===== config.mk =====
export PLATFORM = sky130hd
export DESIGN_NAME = ecc_mem_ctrl
export DESIGN_NICKNAME = d
export VERILOG_FILES = /design/src/rtl/ecc_ctrl_pkg.sv /design/src/rtl/ecc_rr_arb.sv /design/src/rtl/ecc_mem_ctrl.sv
export SDC_FILE = /design/constraint.sdc
export NUM_CORES = 1
export LEC_CHECK = 0
export ABC_AREA = 1
export BUFFER_PORTS_ARGS = -buffer_cell sky130_fd_sc_hd__buf_2
export CORE_MARGIN = 2
export CORE_UTILIZATION = 35
export DETAILED_ROUTE_END_ITERATION = 8
export GPL_TIMING_DRIVEN = 0
export PLACE_DENSITY = 0.95
export SYNTH_ARGS = -nofsm -noshare
export SYNTH_HDL_FRONTEND = slang
export SYNTH_SLANG_ARGS = --single-unit

===== constraint.sdc =====
create_clock -name clk -period 2.24 [get_ports clk]
set_input_delay 0.336 -clock clk [delete_from_list [all_inputs] [get_ports clk]]
set_output_delay 0.336 -clock clk [all_outputs]
set_load 0.01 [all_outputs]

===== src/rtl/ecc_ctrl_pkg.sv =====
// Shared types and constants for the ECC memory front-end controller.
// Imported by the arbiter and the controller top.
package ecc_ctrl_pkg;
  localparam int ADDR_W_DEF = 8;
  localparam int DATA_W_DEF = 4;
  localparam int SCNT_W     = 16;

  typedef enum logic [1:0] {
    IDLE,
    HRD_WAIT,
    SRD_WAIT,
    SWB
  } state_e;
endpackage


===== src/rtl/ecc_rr_arb.sv =====
// Two-way round-robin arbiter; the pointer moves past the winner
// whenever the grant is actually consumed (advance).
module ecc_rr_arb
  import ecc_ctrl_pkg::*;
(
  input  logic       clk,
  input  logic       rst_n,
  input  logic [1:0] req,
  input  logic       advance,
  output logic [1:0] gnt,
  output logic       idx
);

  logic ptr_q, ptr_d;

  // Winner selection: pointer breaks ties, lone requester always wins.
  always_comb begin
    idx   = 1'b0;
    gnt   = 2'b00;
    ptr_d = ptr_q;
    if (req == 2'b11) idx = ptr_q;
    else              idx = req[1];
    if (|req)         gnt = idx ? 2'b10 : 2'b01;
    if (advance)      ptr_d = ~idx;
  end

  // Priority pointer register.
  always_ff @(posedge clk or negedge rst_n) begin
    if (!rst_n) ptr_q <= 1'b0;
    else        ptr_q <= ptr_d;
  end

endmodule


===== src/rtl/ecc_mem_ctrl.sv =====
// Host arbitration plus background scrubber for the Hamming(7,4) memory.
// Scrub logic is built only when ECC_SCRUB_EN is defined.
module ecc_mem_ctrl
  import ecc_ctrl_pkg::*;
#(
  parameter int ADDR_W         = ADDR_W_DEF,
  parameter int DATA_W         = DATA_W_DEF,
  parameter int SCRUB_INTERVAL = 1024,
  parameter int STARVE_LIMIT   = 16
) (
  input  logic                clk,
  input  logic                rst_n,
  input  logic [1:0]          h_req,
  input  logic [1:0]          h_we,
  input  logic [2*ADDR_W-1:0] h_addr,
  input  logic [2*DATA_W-1:0] h_wdata,
  output logic [1:0]          h_gnt,
  output logic                rsp_valid,
  output logic                rsp_id,
  output logic [DATA_W-1:0]   rsp_data,
  output logic                rsp_err_det,
  output logic                rsp_err_corr,
  input  logic                scrub_en,
  output logic [SCNT_W-1:0]   scrub_corr_cnt,
  output logic                scrub_pass_done,
  output logic                mem_en,
  output logic                mem_wr_en,
  output logic [ADDR_W-1:0]   mem_addr,
  output logic [DATA_W-1:0]   mem_wdata,
  input  logic [DATA_W-1:0]   mem_rdata,
  input  logic                mem_err_det,
  input  logic                mem_err_corr
);

  state_e state_q, state_d;
  logic   rid_q;
  logic   win;
  logic [1:0] arb_gnt;
  logic   host_go, scrub_go, scrub_done, scrub_wb;
  logic   scrub_win;
  logic [ADDR_W-1:0] sptr;
  logic [DATA_W-1:0] sdata;
  logic [ADDR_W-1:0] win_addr;
  logic [DATA_W-1:0] win_wdata;

  assign win_addr  = win ? h_addr[2*ADDR_W-1:ADDR_W]
                         : h_addr[ADDR_W-1:0];
  assign win_wdata = win ? h_wdata[2*DATA_W-1:DATA_W]
                         : h_wdata[DATA_W-1:0];

  ecc_rr_arb u_arb (
    .clk     (clk),
    .rst_n   (rst_n),
    .req     (h_req),
    .advance (host_go),
    .gnt     (arb_gnt),
    .idx     (win)
  );

  // Next state, memory strobes and host-facing outputs.
  always_comb begin
    state_d    = state_q;
    h_gnt      = 2'b00;
    rsp_valid  = 1'b0;
    mem_en     = 1'b0;
    mem_wr_en  = 1'b0;
    mem_addr   = '0;
    mem_wdata  = '0;
    host_go    = 1'b0;
    scrub_go   = 1'b0;
    scrub_done = 1'b0;
    scrub_wb   = 1'b0;
    unique case (state_q)
      IDLE: begin
        if (scrub_win) begin
          scrub_go = 1'b1;
          mem_en   = 1'b1;
          mem_addr = sptr;
          state_d  = SRD_WAIT;
        end else if (|h_req) begin
          host_go   = 1'b1;
          h_gnt     = arb_gnt;
          mem_en    = 1'b1;
          mem_wr_en = h_we[win];
          mem_addr  = win_addr;
          mem_wdata = win_wdata;
          if (!h_we[win]) state_d = HRD_WAIT;
        end
      end
      HRD_WAIT: begin
        rsp_valid = 1'b1;
        state_d   = IDLE;
      end
      SRD_WAIT: begin
        if (mem_err_det) begin
          state_d = SWB;
        end else begin
          scrub_done = 1'b1;
          state_d    = IDLE;
        end
      end
      SWB: begin
        mem_en     = 1'b1;
        mem_wr_en  = 1'b1;
        mem_addr   = sptr;
        mem_wdata  = sdata;
        scrub_wb   = 1'b1;
        scrub_done = 1'b1;
        state_d    = IDLE;
      end
      default: state_d = IDLE;
    endcase
  end

  assign rsp_id       = rid_q;
  assign rsp_data     = rsp_valid ? mem_rdata : '0;
  assign rsp_err_det  = rsp_valid & mem_err_det;
  assign rsp_err_corr = rsp_valid & mem_err_corr;

  // FSM state and owner of the outstanding host read.
  always_ff @(posedge clk or negedge rst_n) begin
    if (!rst_n) begin
      state_q <= IDLE;
      rid_q   <= 1'b0;
    end else begin
      state_q <= state_d;
      if (host_go && !h_we[win]) rid_q <= win;
    end
  end

`ifdef ECC_SCRUB_EN
  localparam int TW = $clog2(SCRUB_INTERVAL);
  localparam int SW = $clog2(STARVE_LIMIT + 1);

  logic [ADDR_W-1:0] sptr_q;
  logic [DATA_W-1:0] sdata_q;
  logic [TW-1:0]     timer_q;
  logic [SW-1:0]     starve_q;
  logic              pend_q;
  logic [SCNT_W-1:0] cnt_q;

  assign scrub_win = pend_q &
    (~|h_req | (starve_q >= SW'(STARVE_LIMIT)));
  assign sptr  = sptr_q;
  assign sdata = sdata_q;
  assign scrub_corr_cnt  = cnt_q;
  assign scrub_pass_done = scrub_done & (&sptr_q);

  // Scrub pointer, interval timer, starvation and statistics.
  always_ff @(posedge clk or negedge rst_n) begin
    if (!rst_n) begin
      sptr_q   <= '0;
      sdata_q  <= '0;
      timer_q  <= '0;
      starve_q <= '0;
      pend_q   <= 1'b0;
      cnt_q    <= '0;
    end else begin
      if (state_q == SRD_WAIT) sdata_q <= mem_rdata;
      if (scrub_go) begin
        starve_q <= '0;
      end else if (state_q == IDLE && pend_q) begin
        starve_q <= starve_q + SW'(1);
      end
      if (!scrub_en) begin
        timer_q <= '0;
      end else if (!pend_q) begin
        if (timer_q == TW'(SCRUB_INTERVAL - 1)) begin
          timer_q <= '0;
          pend_q  <= 1'b1;
        end else begin
          timer_q <= timer_q + TW'(1);
        end
      end
      if (scrub_done) begin
        sptr_q <= sptr_q + ADDR_W'(1);
        pend_q <= 1'b0;
      end
      if (scrub_wb && cnt_q != '1) cnt_q <= cnt_q + SCNT_W'(1);
    end
  end
`else
  logic unused_scrub;

  assign scrub_win       = 1'b0;
  assign sptr            = '0;
  assign sdata           = '0;
  assign scrub_corr_cnt  = '0;
  assign scrub_pass_done = 1'b0;
  assign unused_scrub    = ^{scrub_en, scrub_go, scrub_done,
                             scrub_wb, SCRUB_INTERVAL > 1,
                             STARVE_LIMIT > 0};
`endif

endmodule

-- After elaboration in Yosys (flattened, before gate mapping)
Index checks and enable logic that the tools add are counted.
- register bits after elaboration: 4
- output and inout port bits: 41
- input bits: 37
- logic and storage cells: 42
- multiplexer cells: 23
- reduce and logical (&&, ||, !) cells: 6
- equal/unequal tests: 6
- bitwise gates (word level): 3
- $lt $le $gt $ge: 1
- operator list (kind ; count):
    $mux 8 ; 3
    $mux 4 ; 4
    $mux 2 ; 6
    $mux 1 ; 7
    $eq 2x2->1 const B ; 3
    $pmux 2 s3 ; 1
    $ne 2x2->1 const B ; 2
    $pmux 1 s2 ; 2
    $reduce_or 2->1 ; 2
    $and 1x1->1 ; 2
    $eq 2x1->1 const B ; 1
    $logic_not 2->1 ; 1
    $lt 1x2->1 const B ; 1
    $reduce_and 2->1 ; 1
    $logic_and 1x1->1 ; 1
    $logic_not 1->1 ; 1
    $not 1->1 ; 1

-- Longest topological paths before layout
- depth after elaboration: 7
- depth in mapped cells: 9

-- Modules after synthesis
Synthesis repeated with hierarchy kept, for this count alone.
- cell total of the unflattened synthesis: 156
- area, all modules: 838.3 um2
- modules (own cells, without submodules) (module ; instances ; area an instance (um2) ; cells each):
    ecc_mem_ctrl ; 1 ; 773.2 ; 145
    ecc_rr_arb ; 1 ; 65.1 ; 11

-- Worst setup path before layout
Ideal clock, no wire load.
- path type: register to output
- start: register state_q[0]
- end: output port mem_wr_en
- buffers on the path: 0
- arrival: 1.347 ns
- cell stages (with the launch flop): 9
- slack: 0.557 ns
- path through: dfrtp_1 > inv_1 > ha_1 > inv_2 > nor2_4 > inv_1 > a21oi_1 > nand2_1 > inv_1
- word-level cells in the longest chain between the ends: 2
- elaborated cells between the ends (all ways): 3
- classes of those cells: eq/ne (1); mux (1); reduce/logical (1)
- RTL lines (element ; line ; text):
    start, declared ; ecc_mem_ctrl.sv:35 ; state_e state_q, state_d;
    start signal, assigned ; ecc_mem_ctrl.sv:126 ; state_q <= state_d;
    $eq 2x2->1 / $logic_not 2->1 (equally long branches) ; n/a ;
    $pmux 1 s2 * ; ecc_mem_ctrl.sv:73 ; unique case (state_q)
    end, declared ; ecc_mem_ctrl.sv:27 ; output logic mem_wr_en,
Every way passes the cells marked *; elsewhere a longest branch is shown, timed or not.

-- Worst setup path in the final report
- start: register state_q[0]
- end: output port mem_wdata[2]
- word-level cells in the longest chain between the ends: 2
- RTL lines (element ; line ; text):
    $logic_not 2->1 ; n/a ;
    $mux 4 ; ecc_mem_ctrl.sv:73 ;
    end, declared ; ecc_mem_ctrl.sv:29 ; output logic [DATA_W-1:0] mem_wdata,
No other way between the ends.

==> reports/metrics.csv <==
stage;metric;value;unit
status;outcome;finished clean;
critical_path;critPathCaptureType;primary output;
detailed_routing;drt_wl_total;1.837;mm
synthesis;yosysTopAreaCell;nand2_1;
cells_and_area;fin_nets;239;
critical_path;critPathMaxFanout;10;
critical_path;cp-start-kind;flip-flop;
synthesis;netlist_top_cells_count;53 x nand2_1, 18 x buf_4, 16 x inv_1, 10 x nand3_1;
critical_path;cp_slowest_cell;dfrtp_1;
synthesis;syn_area_per_cell;5.646;µm²
synthesis;yosysMostFrequentCell;nand2_1;
synthesis;yosys-top-cells-area;nand2_1 30%, buf_4 20%, dfrtp_1 15%;
floorplan;start_util;37.85;%
cts;cts-root-buf;clkbuf_4;
cells_and_area;drive_above_1_share;44.90;%
cts;cts_max_level;1;
global_route;overflow;0;
global_route;grt_pass1_vias;650;
floorplan;core_area;1745;µm²
cells_and_area;syn2layout_area_growth;63.83;%
synthesis;async_flop_share;100.0;%
global_route;grt-busiest-layer;met2;
cts;clk_pin_slew_worst_paths;0.04;ns
synthesis;ys.flop_type;dfrtp_1;
floorplan;fp.dieArea;2251;µm²
sta;hold-worst-slack;0.4406;ns
cts;clk_latency;0.23;ns
global_route;use_met2;25.14;%
critical_path;worstPathArrival;1.75;ns
synthesis;netlist.area_leader.share;30.11;%
power_and_ir_drop;power_switching;0.3917;mW
sta;fmax;479.4;MHz
sta;hold_viol_final;0;
synthesis;synth_cells;117;
global_route;use_met1;18.16;%
floorplan;ios;78;
sta;setup_viol;0;
placed_design;numPortBuffers;59;
power_and_ir_drop;leakagePower;0.7957;nW
synthesis;synth_warnings;0;
critical_path;endpoint;mem_wdata[2];
power_and_ir_drop;ir_drop;362.5;µV
critical_path;path_class;reg2out;
sta;period_share;93.13;%
critical_path;cp-startpoint;state_q[0];
cts;cts_buffer_depth;2;
placed_design;pre_cts_slack;0.4006;ns
placed_design;dp_hpwl;1.600;mm
power_and_ir_drop;power.density;735.7;nW/µm²
detailed_routing;via_per_inst;3.919;
power_and_ir_drop;p_seq_share;15.3;%
placed_design;gp_congestion;0.8534;
detailed_routing;num_vias;866;
floorplan;row_count;15;
critical_path;rrSetupSlack;0.83;ns
run;max_cap_viol_count;0;
floorplan;die_h;47.45;µm
power_and_ir_drop;clkPwrFrac;11.2;%
critical_path;worst_path_most_repeated_cell;nand2_1;
sta;layout_setup_ws;0.1539;ns
power_and_ir_drop;sw_frac_of_total;49.20;%
detailed_routing;firstDrtPassIters;4;
cells_and_area;diodes;0;
synthesis;yosysSeqAreaShare;15.15;%
detailed_routing;ant_nets;0;
floorplan;die_x;47.45;µm
global_route;track_usage;14.81;%
power_and_ir_drop;combPwrFrac;73.5;%
global_route;grt_pass1_wl;2.421;mm
synthesis;synth-edff-count;0;
cts;cts_buffers;3;
critical_path;r2r_end;state_q[0];
synthesis;synth_area;660.6;µm²
detailed_routing;dr.first_iter.drc_count;13;
critical_path;crit_chain;inv_1, ha_2, inv_2, nor2_4, nand2_1, inv_2, buf_4, nand2_1, nand2_1, buf_2;
global_route;grt_max_degree;11;
synthesis;synth_cell_types;14;
detailed_routing;detail_route.wl_per_cell;8.312;µm
critical_path;r2r-start;state_q[1];
cts;cts_sinks;4;
detailed_routing;drcViolationCount;0;
cts;cts_tree;yes;
global_route;use_met3;3.396;%
sta;slew_violations;0;
power_and_ir_drop;p_int;0.4045;mW
critical_path;worstRegToRegCells;6;
min_path;hp-class;in2async;
sta;clock_skew;0.004413;ns
global_route;antenna_found_initial;0;
synthesis;ys_ff_latch;4;
critical_path;slowest_delay;0.43;ns
sta;finalSetupTns;0;ns
critical_path;required;1.90;ns
sta;period_minus_slack;2.086;ns
==> flip-flops by register name, summed over array words and instances (netlist names) <==
register	flops
rsp_id	1
u_arb.ptr_q	1
state_q	2
==> power groups by stage <==
stage	sequential, mW	combinational (mW)	clock, mW
5_1_grt	0.125	0.663	0.101
3_5_place_dp	0.119	0.584	0
6_report	0.122	0.585	0.0891
2_1_floorplan	0.119	0.373	0
4_1_cts	0.120	0.584	0.0946
3_3_place_gp	0.119	0.570	0
==> placed cells by master (no fill, tap or decap) <==
cell type,count
inv_1,16
nor2_4,1
clkbuf_4,3
or2_2,1
nor2_2,2
o21ai_0,3
conb_1,17
dfrtp_1,4
ha_1,3
dlygate4sd3_1,1
buf_2,60
ha_2,1
a21oi_1,1
nand2_1,53
nand3_1,10
buf_4,18
inv_2,2
==> cells by family after synthesis <==
kind of cell | after synthesis | synth area share [%]
AO/OA/AOI/OAI | 4 | 3.029
flip-flops | 4 | 15.15
adder cells (fa/ha/maj) | 4 | 7.576
other | 1 | 0.5676
AND/OR/NAND/NOR | 67 | 42.24
buffers and inverters | 37 | 31.44
==> final cells by class <==
class	count	area, µm²
plain buffers	19	140.1
clock buffers	3	22.52
fillers	173	663.1
inverters	18	67.56
multi-input cells	92	415.4
flip-flops and latches	4	100.1
well taps	25	31.28
repair buffers	60	305.3
==> worst min-delay path by stage <==
stage,endpoint,slack [ns],cells after the start
global placement,state_q[0],0.14,1
global route,state_q[1],0.44,2
finish,state_q[1],0.44,2
detailed placement,rsp_id,0.14,1
floorplan,rsp_id,0.04,0
CTS,state_q[1],0.44,2
==> stage by stage <==
step	instances	utilization, %	power [mW]	instance area, µm²
final	221	62.01	0.7962	1082
after global routing	221	62.01	0.8889	1082
after CTS	221	61.86	0.7988	1080
after detailed placement	217	60.00	0.7031	1047
after global placement	217	60.00	0.6890	1047
after floorplan	133	-	0.4924	720.7
==> critical path, delay by kind of cell, from the launching register on <==
kind | cells | cell delay [ns]
buf+inv | 5 | 0.54
fa+ha+maj | 1 | 0.23
flops | 1 | 0.43
simple gates | 4 | 0.31
==> timing repair <==
action	4_1_cts	5_1_grt
resized for setup	0	1
buffers inserted	0	0
hold buffers	1	0
endpoints found under the hold margin	4	0
endpoints found under the setup margin	0	4
==> metal layers <==
| metal | up-vias | part of all wire (%) |
|---|---|---|
| met1 | 365 | 38 |
| met4 | 0 | 0.65 |
| met5 | - | 0 |
| li1 | 471 | - |
| met2 | 28 | 54 |
| met3 | 2 | 7.1 |
(Power assumes the default switching activity.)
